[src/rtl/multicycle_adder.sv]
// rtl/multicycle_adder.sv - serial adder/subtractor, one CHUNK-bit slice per clock
// Carry is held between slices so a single CHUNK-bit adder covers the full WIDTH.
module multicycle_adder #(
  parameter int WIDTH = 16,
  parameter int CHUNK = 4
) (
  input  logic             clk,
  input  logic             reset,
  input  logic             start,
  input  logic             sub,
  input  logic [WIDTH-1:0] a,
  input  logic [WIDTH-1:0] b,
  input  logic             cin,
  output logic             busy,
  output logic             done,
  output logic [WIDTH-1:0] s,
  output logic             cout,
  output logic             ovf
);

  localparam int NCH = WIDTH / CHUNK;
  localparam int IW  = (NCH > 1) ? $clog2(NCH) : 1;

  if (WIDTH % CHUNK != 0) begin : g_bad_chunk
    $error("multicycle_adder: WIDTH must be a multiple of CHUNK");
  end

  typedef enum logic [1:0] {IDLE = 2'd0, RUN = 2'd1, DONE = 2'd2} state_t;

  state_t            state_q, state_d;
  logic [WIDTH-1:0]  a_q, a_d;
  logic [WIDTH-1:0]  b_q, b_d;
  logic [WIDTH-1:0]  s_q, s_d;
  logic [IW-1:0]     idx_q, idx_d;
  logic              carry_q, carry_d;
  logic              cout_q, cout_d;
  logic              ovf_q, ovf_d;
  logic              busy_q, busy_d;
  logic              done_q, done_d;

  logic [CHUNK-1:0]  a_sl, b_sl;
  logic [CHUNK:0]    sum_w;
  logic              last;

  always_comb begin
    state_d = state_q;
    a_d     = a_q;
    b_d     = b_q;
    s_d     = s_q;
    idx_d   = idx_q;
    carry_d = carry_q;
    cout_d  = cout_q;
    ovf_d   = ovf_q;

    a_sl  = a_q[idx_q*CHUNK +: CHUNK];
    b_sl  = b_q[idx_q*CHUNK +: CHUNK];
    sum_w = {1'b0, a_sl} + {1'b0, b_sl} + (CHUNK+1)'(carry_q);
    last  = (idx_q == IW'(NCH - 1));

    case (state_q)
      IDLE, DONE: begin
        if (start) begin
          state_d = RUN;
          a_d     = a;
          // Subtraction is a + ~b + 1; the stored B is already inverted.
          b_d     = sub ? ~b : b;
          carry_d = sub ? 1'b1 : cin;
          idx_d   = '0;
        end else begin
          state_d = IDLE;
        end
      end
      RUN: begin
        s_d[idx_q*CHUNK +: CHUNK] = sum_w[CHUNK-1:0];
        carry_d = sum_w[CHUNK];
        idx_d   = idx_q + IW'(1);
        if (last) begin
          cout_d  = sum_w[CHUNK];
          ovf_d   = (a_q[WIDTH-1] == b_q[WIDTH-1]) && (sum_w[CHUNK-1] != a_q[WIDTH-1]);
          idx_d   = '0;
          state_d = DONE;
        end
      end
      default: state_d = IDLE;
    endcase

    busy_d = (state_d == RUN);
    done_d = (state_d == DONE);
  end

  always_ff @(posedge clk or posedge reset) begin
    if (reset) begin
      state_q <= IDLE;
      a_q     <= '0;
      b_q     <= '0;
      s_q     <= '0;
      idx_q   <= '0;
      carry_q <= 1'b0;
      cout_q  <= 1'b0;
      ovf_q   <= 1'b0;
      busy_q  <= 1'b0;
      done_q  <= 1'b0;
    end else begin
      state_q <= state_d;
      a_q     <= a_d;
      b_q     <= b_d;
      s_q     <= s_d;
      idx_q   <= idx_d;
      carry_q <= carry_d;
      cout_q  <= cout_d;
      ovf_q   <= ovf_d;
      busy_q  <= busy_d;
      done_q  <= done_d;
    end
  end

  assign busy = busy_q;
  assign done = done_q;
  assign s    = s_q;
  assign cout = cout_q;
  assign ovf  = ovf_q;

endmodule

[config.mk]
export PLATFORM = sky130hd
export DESIGN_NAME = multicycle_adder
export DESIGN_NICKNAME = d
export VERILOG_FILES = /design/src/rtl/multicycle_adder.sv
export SDC_FILE = /design/constraint.sdc
export NUM_CORES = 1
export LEC_CHECK = 0
export CORE_MARGIN = 3
export CORE_UTILIZATION = 51
export CTS_CLUSTER_DIAMETER = 200
export DETAILED_ROUTE_END_ITERATION = 12
export PLACE_DENSITY = 0.83
export SYNTH_ARGS = -nofsm -noshare
export SYNTH_HDL_FRONTEND = slang
export SYNTH_SLANG_ARGS = --single-unit
[constraint.sdc]
create_clock -name clk -period 3.85 [get_ports clk]
set_clock_uncertainty 0.15 [all_clocks]
set_input_delay 0.77 -clock clk [delete_from_list [all_inputs] [get_ports clk]]
set_output_delay 0.77 -clock clk [all_outputs]
set_load 0.01 [all_outputs]
[After elaboration in Yosys (flattened, before gate mapping)]
Index checks and enable logic that the tools add are counted.
Operators by class
  eq/ne operators: 8
  add/sub/neg operators: 4
  bitwise gates (word level): 1
  shift operators: 4
  reduce and logical (&&, ||, !) cells: 7
  multiplexer cells: 11
Operators by type and width (count)
  4-bit negation with 34-bit output: 1
  4-bit by 34-bit variable shift with 16-bit output (first input constant): 1
  4-bit by 34-bit indexed part select with 16-bit output: 1
  16-bit by 5-bit indexed part select with 4-bit output: 2
  16-bit bitwise mux: 1
  16-bit two-way mux: 1
  16-bit inverter: 1
  2-bit one-hot mux with 2 select lines: 2
  2-bit equality test (second input constant): 3
  2-bit two-way mux: 3
  2-bit AND reduction: 3
  4-bit by 4-bit adder with 5-bit output: 1
  5-bit by 1-bit adder with 5-bit output: 1
  2-bit by 1-bit equality test with 1-bit output (second input constant): 2
  1-bit two-way mux: 3
  2-bit by 1-bit adder with 2-bit output (second input constant): 1
  2-bit zero test: 1
  2-bit inequality test (second input constant): 1
  1-bit one-hot mux with 2 select lines: 1
  2-bit nonzero test: 1
  2-bit OR reduction: 1
  1-bit equality test: 1
  1-bit logical AND: 1
  1-bit inequality test: 1
Word-level totals
  word-level logic and storage cells: 45
  flip-flop bits (word level): 57
  output and inout port bits: 20
  input bits: 37

[Longest topological paths before layout]
Gate-level depths: netlist (run 1).
  depth in word-level cells: 5
  gate-level depth with buffers: 8
  depth with buffers taken out: 7

[Worst setup path before layout (run 1)]
No wires, ideal clock.
  path kind: register -> register
  from: register idx_q[0]
  to: register carry_q
  arrival time: 2.479 ns
  setup slack: 1.079 ns
  cell stages (with the launch flop): 9
  setup time: 0.142 ns
  path through: dfrtp_1 -> buf_4 -> mux4_2 -> fa_1 -> fa_1 -> a21oi_1 -> nor2_1 -> nor2_1 -> o221ai_1
Between the ends
  word-level cells in the longest chain between the ends: 4
  elaborated cells on any way between the ends: 5
  classes of those cells: add/sub: 2; shift: 2; mux: 1
RTL lines
  from (decl): RTL line 34  | logic [IW-1:0] idx_q, idx_d;
  from (signal assigned): RTL line 108  | idx_q <= idx_d;
  16-bit by 5-bit indexed part select with 4-bit output (on tied branches): RTL line 55, 56
  4-bit by 4-bit adder with 5-bit output *: RTL line 57  | sum_w = {1'b0, a_sl} + {1'b0, b_sl} + (CHUNK+1)'(carry_q);
  5-bit by 1-bit adder with 5-bit output *: RTL line 57
  1-bit one-hot mux with 2 select lines *: RTL line 60  | case (state_q)
  to (signal assigned): RTL line 109  | carry_q <= carry_d;
  to (decl): RTL line 35  | logic carry_q, carry_d;
Mark *: on every way between the ends. The rest lies on a longest branch, timed or not.
A chain may end at the register's enable or synchronous reset.

[Worst setup path in the final report (run 1)]
  from: register idx_q[0]
  to: register s_q[2], in the netlist s[2]
Between the ends
  word-level cells in the longest chain between the ends: 5
  elaborated cells on any way between the ends: 8
  classes of those cells: add/sub: 3; shift: 4; mux: 1
RTL lines
  16-bit by 5-bit indexed part select with 4-bit output (on tied branches): RTL line 55, 56
  4-bit by 4-bit adder with 5-bit output: RTL line 57
  5-bit by 1-bit adder with 5-bit output: RTL line 57
  4-bit by 34-bit indexed part select with 16-bit output: RTL line 74  | s_d[idx_q*CHUNK +: CHUNK] = sum_w[CHUNK-1:0];
  16-bit bitwise mux *: RTL line 74
  to (signal assigned): RTL line 96  | s_q <= '0;
  to (signal assigned): RTL line 107  | s_q <= s_d;
  to (decl): RTL line 33  | logic [WIDTH-1:0] s_q, s_d;
Marked as above.

==> results.py, run 1 <==
metrics = {
    "worst_setup_path": {
        "critPathLaunchType": "register",
        "worstPathMaxFanout": 11,
        "worstSetupPathType": "register to register",
        "worstPathRequired_ns": 3.95,
        "crit_path_end_kind": "register",
        "crit_arrival_ns": 3.09,
    },
    "hold_path": {
        "hp-class": "register to register",
    },
    "clocking": {
        "cts_resized": 0,
        "cts_hold_buf": 0,
        "clk_pin_slew_ns": 0.07,
        "htree_levels": 3,
        "insertion_delay_ns": 0.33,
        "numCtsBuffers": 9,
        "post_cts_buffers": 0,
        "clk_path_buf_depth": 2,
        "clock_sinks": 57,
        "cts-root-buf": "clkbuf_8",
        "tritoncts": "built",
    },
    "global_route": {
        "grt_usage_pct": 20.1,
        "grt_pass1_vias": 2007,
        "gr-total-overflow": 0,
        "antenna_found_initial": 0,
        "grt_pass1_wl_mm": 9.60,
        "grt_max_degree": 41,
    },
    "timing": {
        "rsz0062_at_grt": "no",
        "min_period_ns": 2.99,
        "finalWorstSetupSlack_ns": 0.860,
        "setup_tns_ns": 0,
        "hold_viol": 0,
        "setup_violations": 0,
        "worst_slew_pin_slew_ns": 0.911,
        "max_slew_margin_pct": 39.1,
        "fin_crit_sh_pct": 77.7,
        "slew_violations": 0,
        "timing.fmax_ghz": 0.334,
    },
    "pwr": {
        "leakage_nw": 1.51,
        "powerDensity_nw_per_um2": 881,
        "vdd_ir_drop_max_mv": 0.487,
    },
    "final_layout": {
        "final_cell_mix": "dfrtp_1 (57), clkdlybuf4s50_1 (56), nand2_1 (24)",
        "area_growth_pct": 29.6,
        "nFillCells": 367,
        "layout_commonest_cell": "dfrtp_1",
        "drive_gt1_share_pct": 17.8,
        "antennaDiodeCount": 0,
        "nNetsFinal": 324,
    },
    "outcome": {
        "status": "completed",
    },
    "detailed_routing": {
        "wl_mm": 5.49,
        "drtIter0Drc": 90,
        "wl_met3_um": 263,
        "met2_length_mm": 2.61,
        "routed_via_density": 5.38,
        "vias": 1872,
        "avgRoutedWirePerCell_um": 15.8,
        "dr.pass1.iters": 4,
        "met1Wirelength_mm": 2.46,
        "drc": 0,
        "antenna_left": 0,
        "routed.top_layer": "met4",
    },
    "synthesis": {
        "syn_nets": 265,
        "avgSynthCellArea_um2": 12.5,
        "ys.flop_type": "dfrtp_1",
        "yosysWarnings": 0,
        "async_reset_ff_share_pct": 100,
        "netlist_instances": 217,
        "synth-edff-count": 0,
        "ys_ff_latch": 57,
        "synth_area_um2": 2710,
        "yosysSeqAreaShare_pct": 52.6,
        "ys_types": 33,
    },
    "place": {
        "hpwl_mm": 4.16,
        "routabilityCongestion": 0.866,
        "port_buffers": 56,
        "pre_cts_ws_ns": 0.836,
    },
    "floorplanning": {
        "fp.dieArea_um2": 6230,
        "die_x_um": 78.9,
        "ios": 57,
        "design.core.area_um2": 4940,
        "die_h_um": 78.9,
        "start_util_pct": 54.9,
        "rows": 25,
    },
    "job": {
        "maxCapViolations": 0,
    },
}
## final timing paths
path / start / to / slack [ns] / depth (start not counted)
setup reg to reg: idx_q[0]$_DFFE_PP0P_ / s[2]$_DFFE_PP0P_ / 0.86 / 6
hold reg to reg: b_q[12]$_DFFE_PP0P_ / b_q[12]$_DFFE_PP0P_ / 0.33 / 2
hold / removal: b_q[12]$_DFFE_PP0P_ / b_q[12]$_DFFE_PP0P_ / 0.33 / 2
setup / recovery: idx_q[0]$_DFFE_PP0P_ / s[2]$_DFFE_PP0P_ / 0.86 / 6
min in group asynchronous: reset / busy$_DFF_PP0_ / 0.59 / 2
max in group asynchronous: reset / idx_q[0]$_DFFE_PP0P_ / 2.14 / 3
## where the power goes
group          internal, mW  switching (mW)
registers             0.863           0.199
logic                 0.729           0.777
clock network         0.295           0.234
## per-layer routing
| metal | vias to the layer above | GRT usage (%) |
|---|---|---|
| li1 | 888 | - |
| met1 | 911 | 25.9 |
| met2 | 58 | 32.3 |
| met3 | 15 | 4.65 |
| met4 | 0 | 9.45 |
| met5 | - | 0 |
## registers in the layout, indices dropped and copies added, names as in the netlist
| register | flops |
|---|---|
| a_q | 16 |
| b_q | 16 |
| s | 16 |
| idx_q | 2 |
| state_q | 2 |
| busy | 1 |
| carry_q | 1 |
| cout | 1 |
| done | 1 |
| ovf | 1 |
## cells by family (layout without fill, tap and decap cells)
group	count (synthesis)	after routing	synth area share (%)
flip-flops	57	57	52.6
AND/OR/NAND/NOR	47	47	8.76
AO/OA/AOI/OAI	44	44	11.1
multiplexers	24	24	13.4
XOR/XNOR	18	18	5.81
buffers and inverters	16	80	2.68
adder cells (fa/ha/maj)	11	11	5.63
## cell usage after synthesis (3+ instances only)
cell type / instances / area share [%]
nand3_1: 3 / 0.55
buf_2: 4 / 0.74
mux4_2: 7 / 5.8
nand2_1: 24 / 3.3
o21ai_0: 20 / 3.7
ha_1: 9 / 4.2
xnor2_1: 17 / 5.5
nand2b_1: 3 / 0.69
dfrtp_1: 57 / 53
inv_1: 5 / 0.69
nor2_1: 8 / 1.1
mux2_2: 16 / 6.6
clkbuf_1: 5 / 0.69
a22o_1: 16 / 5.2
## critical path, cell delays in order, from the launching register on
cell,delay [ns]
dfrtp_1,0.70
mux4_2,0.60
fa_1,0.44
fa_1,0.43
xor2_1,0.32
nand3_1,0.12
o21ai_0,0.15
## cell type report
class | count | area [µm²] | area share (%)
clock buffer | 10 | 128 | 3.63
clock inverter | 6 | 58.8 | 1.67
inverter | 5 | 18.8 | 0.534
multi-input combinational | 144 | 1220 | 34.6
sequential | 57 | 1430 | 40.6
tap | 67 | 83.8 | 2.39
timing repair buffer | 59 | 583 | 16.6
## per-stage QoR
stage	hold slack, ns	util [%]	instances	power, mW	cell area (µm²)
after floorplan	0.295	-	217	2.07	2710
after global placement	0.308	67.3	332	2.51	3330
after detailed placement	0.320	67.3	332	2.58	3330
after CTS	0.334	71.1	348	3.12	3510
after global routing	0.355	71.1	348	3.33	3510
final	0.330	71.1	348	3.10	3510
No activity file was read; power rests on OpenSTA's default activity.
==> run 2, diff against run 1 <==
Settings changed: CORE_UTILIZATION 51 to 46, PLACE_DENSITY 0.83 to 0.79.
Clock period 3.85 ns to 2.75 ns, I/O delays scaled along.
==> run 2 against run 1 <==
  * Hold slack improved by 0.0061 ns
  * Maximum frequency increased by 17%
  * Die area increased by 10%
  * Highest routed layer unchanged
==> results.py, run 2 (synthesis gave the netlist of run 1 again) <==
metrics = {
    "outcome": {
        "status": "completed",
    },
    "clocking": {
        "tritoncts": "built",
        "htree_levels": 3,
        "cts-root-buf": "clkbuf_8",
        "post_cts_buffers": 0,
        "numCtsBuffers": 9,
        "clk_path_buf_depth": 2,
        "clock_sinks": 57,
        "clk_pin_slew_ns": 0.06,
        "insertion_delay_ns": 0.34,
    },
    "final_layout": {
        "nFillCells": 476,
        "antennaDiodeCount": 0,
        "fin_util_pct": 63.6,
        "multi_input_area_um2": 1230,
        "area_growth_pct": 31.5,
        "fin_area_um2": 3570,
        "final_cell_mix": "dfrtp_1 (56), clkdlybuf4s50_1 (56), nand2_1 (24)",
        "drive_gt1_share_pct": 19.4,
        "register_area_um2": 1430,
        "nNetsFinal": 327,
    },
    "detailed_routing": {
        "dr.pass1.iters": 4,
        "drtIter0Drc": 96,
        "avgRoutedWirePerCell_um": 14.8,
        "wl_mm": 5.26,
        "vias": 1860,
        "routed_via_density": 5.22,
        "drc": 0,
        "antenna_left": 0,
    },
    "global_route": {
        "grt_pass1_wl_mm": 9.03,
        "antenna_found_initial": 0,
        "grt_usage_pct": 18.2,
        "gr-total-overflow": 0,
        "grt_max_degree": 58,
        "grt_pass1_vias": 1875,
    },
    "worst_setup_path": {
        "crit_arrival_ns": 2.61,
        "worstPathRequired_ns": 2.80,
        "worstPathMaxFanout": 5,
        "cp_top_family": "adder cells",
        "critPathLaunchType": "register",
        "crit_path_end_kind": "register",
        "crit_buf_inv": 0,
        "path_cells": "mux4_2, fa_1, fa_2, a21oi_1, nor2_1, nor2_1, o221ai_1",
        "max_stage_delay_ns": 0.53,
        "worstSetupPathType": "register to register",
        "crit_top_cell": "nor2_1",
        "crit_slowest_cell": "mux4_2",
    },
    "timing": {
        "fin_crit_sh_pct": 93.1,
        "rsz0062_at_grt": "no",
        "min_period_ns": 2.56,
        "slew_violations": 0,
        "timing.fmax_ghz": 0.391,
        "setup_violations": 0,
        "hold_viol": 0,
        "setup_tns_ns": 0,
        "max_slew_margin_pct": 70.0,
        "worst_slew_pin_slew_ns": 0.447,
        "fin_hold_ws_ns": 0.336,
    },
    "floorplanning": {
        "design.core.area_um2": 5610,
        "die_x_um": 82.8,
        "die_h_um": 82.8,
        "ios": 57,
        "fp.dieArea_um2": 6850,
        "start_util_pct": 48.4,
        "rows": 27,
    },
    "pwr": {
        "total_power_mw": 4.34,
        "leakage_nw": 1.53,
        "vdd_ir_drop_max_mv": 0.524,
        "powerDensity_nw_per_um2": 1220,
    },
    "job": {
        "maxCapViolations": 0,
    },
    "place": {
        "hpwl_mm": 3.93,
        "routabilityCongestion": 0.814,
        "dpl_cell_area_um2": 3380,
        "port_buffers": 56,
    },
    "hold_path": {
        "hp-class": "register to register",
    },
}
[run 2: metal layers]
layer | GRT usage (%) | wire length [µm] | up-vias
li1 | - | - | 895
met1 | 24.1 | 2390 | 898
met2 | 27.2 | 2460 | 57
met3 | 4.54 | 298 | 10
met4 | 10.1 | 116 | 0
met5 | 0 | 0 | -
[run 2: what timing repair did]
action	in CTS	in global routing
hold buffers	0	0
gates resized for setup	0	2
setup endpoints to repair	0	1
[run 2: layout make-up]
type / count / share of cell area, %
Inverter: 5 / 0.526
Timing Repair Buffer: 62 / 17.7
Tap cell: 72 / 2.53
Sequential cell: 57 / 40.0
Multi-Input combinational cell: 144 / 34.4
Clock buffer: 13 / 4.45
Clock inverter: 3 / 0.421
[run 2: worst paths after layout]
check                      cells past startpoint  slack [ns]                    to                  from
setup / recovery                               7        0.19   carry_q$_DFFE_PP0P_  idx_q[0]$_DFFE_PP0P_
hold / removal                                 2        0.34    b_q[2]$_DFFE_PP0P_    b_q[2]$_DFFE_PP0P_
setup reg to reg                               7        0.19   carry_q$_DFFE_PP0P_  idx_q[0]$_DFFE_PP0P_
hold reg to reg                                2        0.34    b_q[2]$_DFFE_PP0P_    b_q[2]$_DFFE_PP0P_
max in group asynchronous                      3        1.75  idx_q[0]$_DFFE_PP0P_                 reset
min in group asynchronous                      3        0.45     s[12]$_DFFE_PP0P_                 reset
[run 2: report_power, final]
group,switching [mW],internal (mW)
logic,1.12,1.08
clock network,0.309,0.371
registers,0.238,1.21
[run 2: per-stage QoR]
stage               worst slack, ns  instances
floorplan                    0.0575        217
global placement             0.0996        340
detailed placement           0.0627        340
CTS                          0.0544        356
global route                 0.0457        356
finish                        0.191        356
[run 2: worst min-delay path, delay by kind of cell (launching register included)]
family,cells,cell delay (ns)
flip-flops,1,0.34
AO/OA/AOI/OAI,1,0.06
AND/OR/NAND/NOR,1,0.05
